<file path="config.mk">
export PLATFORM = sky130hd
export DESIGN_NAME = wb_regfile_flat
export DESIGN_NICKNAME = d
export VERILOG_FILES = /design/src/rtl/wb_regfile_if.sv /design/src/rtl/wb_regfile.sv /design/src/flat_wrapper.sv
export SDC_FILE = /design/constraint.sdc
export NUM_CORES = 2
export LEC_CHECK = 0
export ABC_AREA = 1
export CAP_MARGIN = 20
export CORE_AREA = 2 2 413 415
export DETAILED_ROUTE_END_ITERATION = 16
export DIE_AREA = 0 0 415 417
export PLACE_DENSITY = 0.56
export SKIP_CTS_REPAIR_TIMING = 1
export SYNTH_ARGS = -nofsm -noshare
export SYNTH_HDL_FRONTEND = slang
export SYNTH_SLANG_ARGS = --single-unit
</file>
<file path="constraint.sdc">
create_clock -name clk -period 77 [get_ports clk]
set_input_delay 11.55 -clock clk [delete_from_list [all_inputs] [get_ports clk]]
set_output_delay 11.55 -clock clk [all_outputs]
set_load 0.02 [all_outputs]
</file>
<file path="src/rtl/wb_regfile_if.sv">
// MEM/WB-to-register-file bus: the write-back request from the stage register,
// the two decode read ports, and the commit/debug observation outputs.
interface wb_regfile_if #(
  parameter int DATA_W = 32,
  parameter int CNT_W  = 32
);
  // No backpressure on this bus. A write is accepted on the rising edge when
  // wb_valid & reg_write are high and write_reg != 0. wb_commit pulses for
  // exactly one cycle after each accepted write. Reads are combinational.
  logic              wb_valid;
  logic              reg_write;
  logic              mem_to_reg;
  logic [4:0]        write_reg;
  logic [DATA_W-1:0] read_data;
  logic [DATA_W-1:0] alu_result;
  logic [4:0]        rs_addr;
  logic [4:0]        rt_addr;
  logic [DATA_W-1:0] rs_data;
  logic [DATA_W-1:0] rt_data;
  logic [DATA_W-1:0] wb_data;
  logic              wb_commit;
  logic [CNT_W-1:0]  retire_cnt;

  modport master (
    output wb_valid, reg_write, mem_to_reg, write_reg, read_data, alu_result,
    output rs_addr, rt_addr,
    input  rs_data, rt_data, wb_data, wb_commit, retire_cnt
  );

  modport slave (
    input  wb_valid, reg_write, mem_to_reg, write_reg, read_data, alu_result,
    input  rs_addr, rt_addr,
    output rs_data, rt_data, wb_data, wb_commit, retire_cnt
  );
endinterface

</file>
<file path="src/rtl/wb_regfile.sv">
// Write-back stage and 32-entry general-purpose register file with a retired-write counter.
// Optional macro WB_BYPASS_EN: write-through from the write-back value to both read ports.
module wb_regfile #(
  parameter int DATA_W = 32,
  parameter int NREGS  = 32,
  parameter int CNT_W  = 32
) (
  input  logic        clk,
  input  logic        reset,
  wb_regfile_if.slave bus
);

  logic [DATA_W-1:0] regs [NREGS];
  logic [DATA_W-1:0] wb_val;
  logic              we;
  logic              commit_q;
  logic [CNT_W-1:0]  cnt_q;
  logic [DATA_W-1:0] rs_val;
  logic [DATA_W-1:0] rt_val;

  assign wb_val = bus.mem_to_reg ? bus.read_data : bus.alu_result;
  assign we     = bus.wb_valid & bus.reg_write & (bus.write_reg != 5'd0);

  // r0 is never written because we excludes index 0, so it stays at its reset value.
  always_ff @(posedge clk or posedge reset) begin
    if (reset) begin
      for (int i = 0; i < NREGS; i++) begin
        regs[i] <= '0;
      end
    end else if (we) begin
      regs[bus.write_reg] <= wb_val;
    end
  end

  always_ff @(posedge clk or posedge reset) begin
    if (reset) begin
      commit_q <= 1'b0;
      cnt_q    <= '0;
    end else begin
      commit_q <= we;
      if (we) begin
        cnt_q <= cnt_q + CNT_W'(1);
      end
    end
  end

  always_comb begin
    rs_val = '0;
    rt_val = '0;
    if (bus.rs_addr != 5'd0) begin
      rs_val = regs[bus.rs_addr];
    end
    if (bus.rt_addr != 5'd0) begin
      rt_val = regs[bus.rt_addr];
    end
`ifdef WB_BYPASS_EN
    // Reset masks the bypass so both ports still read 0 while reset is held.
    if (we && !reset && (bus.rs_addr == bus.write_reg)) begin
      rs_val = wb_val;
    end
    if (we && !reset && (bus.rt_addr == bus.write_reg)) begin
      rt_val = wb_val;
    end
`endif
  end

  assign bus.rs_data    = rs_val;
  assign bus.rt_data    = rt_val;
  assign bus.wb_data    = wb_val;
  assign bus.wb_commit  = commit_q;
  assign bus.retire_cnt = cnt_q;

endmodule

</file>
<file path="src/flat_wrapper.sv">
// flat-port wrapper written by rule: the top's interface ports become plain ports
module wb_regfile_flat 
#(
  parameter int DATA_W = 32,
  parameter int NREGS  = 32,
  parameter int CNT_W  = 32
)
  (clk, reset, bus_wb_valid, bus_reg_write, bus_mem_to_reg, bus_write_reg, bus_read_data, bus_alu_result, bus_rs_addr, bus_rt_addr, bus_rs_data, bus_rt_data, bus_wb_data, bus_wb_commit, bus_retire_cnt);
  wb_regfile_if #(.DATA_W(DATA_W), .CNT_W(CNT_W)) bus_i ();
  input  logic clk;
  input  logic reset;
  input wire logic [$bits(bus_i.wb_valid)-1:0] bus_wb_valid;
  input wire logic [$bits(bus_i.reg_write)-1:0] bus_reg_write;
  input wire logic [$bits(bus_i.mem_to_reg)-1:0] bus_mem_to_reg;
  input wire logic [$bits(bus_i.write_reg)-1:0] bus_write_reg;
  input wire logic [$bits(bus_i.read_data)-1:0] bus_read_data;
  input wire logic [$bits(bus_i.alu_result)-1:0] bus_alu_result;
  input wire logic [$bits(bus_i.rs_addr)-1:0] bus_rs_addr;
  input wire logic [$bits(bus_i.rt_addr)-1:0] bus_rt_addr;
  output wire logic [$bits(bus_i.rs_data)-1:0] bus_rs_data;
  output wire logic [$bits(bus_i.rt_data)-1:0] bus_rt_data;
  output wire logic [$bits(bus_i.wb_data)-1:0] bus_wb_data;
  output wire logic [$bits(bus_i.wb_commit)-1:0] bus_wb_commit;
  output wire logic [$bits(bus_i.retire_cnt)-1:0] bus_retire_cnt;
  assign bus_i.wb_valid = bus_wb_valid;
  assign bus_i.reg_write = bus_reg_write;
  assign bus_i.mem_to_reg = bus_mem_to_reg;
  assign bus_i.write_reg = bus_write_reg;
  assign bus_i.read_data = bus_read_data;
  assign bus_i.alu_result = bus_alu_result;
  assign bus_i.rs_addr = bus_rs_addr;
  assign bus_i.rt_addr = bus_rt_addr;
  assign bus_rs_data = bus_i.rs_data;
  assign bus_rt_data = bus_i.rt_data;
  assign bus_wb_data = bus_i.wb_data;
  assign bus_wb_commit = bus_i.wb_commit;
  assign bus_retire_cnt = bus_i.retire_cnt;
  wb_regfile #(.DATA_W(DATA_W), .NREGS(NREGS), .CNT_W(CNT_W)) u_core (.clk(clk), .reset(reset), .bus(bus_i));
endmodule
</file>
==> flow_summary.json <==
{
  "cts_max_level": 3,
  "wire_per_inst_um": 22.9,
  "dieHeight_um": 417,
  "final_core_util_pct": 39.1,
  "wl_met3_um": 20000,
  "first_pass_iters": 7,
  "critPathSlowestCell": "buf_4",
  "dp_cells": 10400,
  "cts_max_path_buffers": 3,
  "p_leak_uw": 0.0297,
  "drtAntennaViolNets": 0,
  "setup_tns_ps": 0,
  "ys_seq_area_share_pct": 45.0,
  "place_area_um2": 61700,
  "cts_tree": "done",
  "status": "finished, final reports clean",
  "drt_iter0_drc": 7385,
  "crit_fanout": 121,
  "avgSynthCellArea_um2": 6.80,
  "vdd_ir_drop_max_mv": 0.0181,
  "yosysWarningCount": 0,
  "syn_nets": 8718,
  "synth_cells": 8633,
  "worst_slew_pin_slew_ps": 1240,
  "fin_crit_ps": 28140,
  "grt_max_degree": 219,
  "die_area_um2": 173000,
  "io_buffers": 212,
  "synthDistinctLibCells": 28,
  "slew_headroom_pct": 17.2,
  "wl_met1_um": 99200,
  "cts_sinks": 1057,
  "grt_pass1_vias": 55300,
  "maxSlewViolCount": 0,
  "arrival_ps": 16590,
  "netlist_area_um2": 58700,
  "critPathRequiredTime_ps": 65450,
  "maxCapViolCount": 0,
  "drive_above_1_share_pct": 4.42,
  "total_power_uw": 1550,
  "fmax_mhz": 35.5,
  "stdcell_count": 10600,
  "viasPerCell": 5.56,
  "endpoint_kind": "output port",
  "coreArea_um2": 169000,
  "setup_viol": 0,
  "cts_buffers": 120,
  "area_growth_pct": 12.2,
  "path_delay_family": "buffers and inverters",
  "path_buf_inv": 6,
  "wl_met2_um": 111000,
  "start_util_pct": 34.8,
  "clk_pin_slew_worst_paths_ps": 60,
  "nets": 8384,
  "crit_type": "input pin to output port",
  "hold_class": "register to register",
  "hold_violations": 0,
  "ys_ff_latch": 1057,
  "overflow": 0,
  "dp_hpwl_um": 124000,
  "fin_skew_ps": 8.44,
  "clk-insertion-delay-late_ps": 750,
  "antenna_found_initial": 5,
  "grtUsageTotal_pct": 27.5,
  "row_count": 151,
  "cpMostUsedCell": "nand2_1",
  "grt_pass1_wl_um": 363000,
  "timing.final.crit_share_pct": 36.5,
  "gp_congestion": 0.817,
  "pwr_density_cell_nw_per_um2": 23.6,
  "io_pins": 213,
  "final_common_cell": "nand2_1",
  "final_cell_area_um2": 65900,
  "slowest_delay_ps": 900,
  "top_layer": "met4",
  "final_cell_mix": "3672 x nand2_1, 1400 x nand3_1, 1057 x dfrtp_1",
  "fill_cells": 17700,
  "rsz0062_at_grt": "no",
  "die_w_um": 415,
  "drc": 0,
  "cts-root-buf": "clkbuf_16",
  "finalWirelength_um": 243000,
  "cp-start-kind": "input pin",
  "num_vias": 59100,
  "path_cells": "buf_8, inv_8, buf_4, buf_4, buf_4, nand2_1, nand3_1, nand3_1, nand2_1, nand2_1, nand3_1, nand2_1, nor2_1, clkdlybuf4s50_1"
}
## through the flow
step / hold WS, ps / worst slack (ps)
6_report: 401 / 48860
5_1_grt: 414 / 48680
4_1_cts: 403 / 48980
3_5_place_dp: 390 / 48990
3_3_place_gp: 386 / 48950
2_1_floorplan: 451 / 35700
## cell families (layout without fill, tap and decap cells)
logic type | after synthesis | count (layout) | share of synthesized area [%]
AOI/OAI and AO/OA | 1223 | 1223 | 10.4
other | 0 | 1 | 0
DFF | 1057 | 1057 | 45.0
buffers and inverters | 872 | 639 | 5.76
xor gates and xnor gates | 18 | 18 | 0.269
and+or+nand+nor | 5462 | 5462 | 38.5
adders and majority gates | 1 | 1 | 0.0213
## synthesized netlist by cell type
cell type	n	share of area [%]
nand2_1	3682	24
nand3_1	1407	12
dfrtp_1	1057	45
o21ai_0	1030	8.8
clkbuf_1	601	3.8
nor2_1	320	2.0
o21ai_1	100	0.85
a21oi_1	93	0.79
inv_1	92	0.59
buf_1	85	0.54
buf_2	80	0.68
nand4_1	13	0.14
inv_2	12	0.077
xor2_1	12	0.18
nand3_4	10	0.30
nor3_1	9	0.077
nand3_2	6	0.10
xnor2_1	6	0.090
nand3b_1	4	0.051
nor3_2	4	0.068
nor3_4	3	0.083
buf_4	1	0.013
buf_6	1	0.019
ha_1	1	0.021
nor2_2	1	0.011
nor2_4	1	0.019
nor4_1	1	0.011
nor4_4	1	0.036
## final timing paths
check                                    startpoint                   endpoint  slack (ps)  cells past startpoint
min                               u_core.regs[1021]          u_core.regs[1021]         400                      0
max                                  bus_rs_addr[0]            bus_rs_data[13]       48860                     14
min in group asynchronous                     reset           u_core.regs[689]       11380                      2
max in group asynchronous                     reset           u_core.regs[192]       61540                      6
max reg2reg                u_core.bus.retire_cnt[3]  u_core.bus.retire_cnt[22]       74790                      9
min reg2reg                       u_core.regs[1021]          u_core.regs[1021]         400                      0
## state kept, by name, summed over array words and instances (netlist names)
signal	count
u_core.bus.wb_commit	1
u_core.bus.retire_cnt	32
u_core.regs	1024
## worst register-to-register path: cells and delay by family (launching register included)
family | cells | cell delay, ps
simple gates | 9 | 1660
flops | 1 | 440
## final cells by class
cell class / instances / area [um2] / area share, %
Antenna cell: 1 / 2.50 / 0.00380
Multi-Input combinational cell: 6704 / 29100 / 44.1
Timing Repair Buffer: 312 / 3000 / 4.55
Clock inverter: 51 / 612 / 0.929
Tap cell: 2218 / 2780 / 4.21
Sequential cell: 1057 / 26500 / 40.1
Clock buffer: 172 / 3530 / 5.36
Inverter: 104 / 445 / 0.676
## routing by layer
metal,global-route usage (%),up-vias
met4,13.4,0
met1,35.7,28100
met2,44.7,2971
met5,0,-
met3,4.16,638
li1,-,27300
## power by group
part	leakage [uW]	switching [uW]	internal, uW
Combinational	0.0135	177	90.3
Sequential	0.0142	53.8	623
Clock	0.00205	248	360
Power figures use the tool's default switching activity.
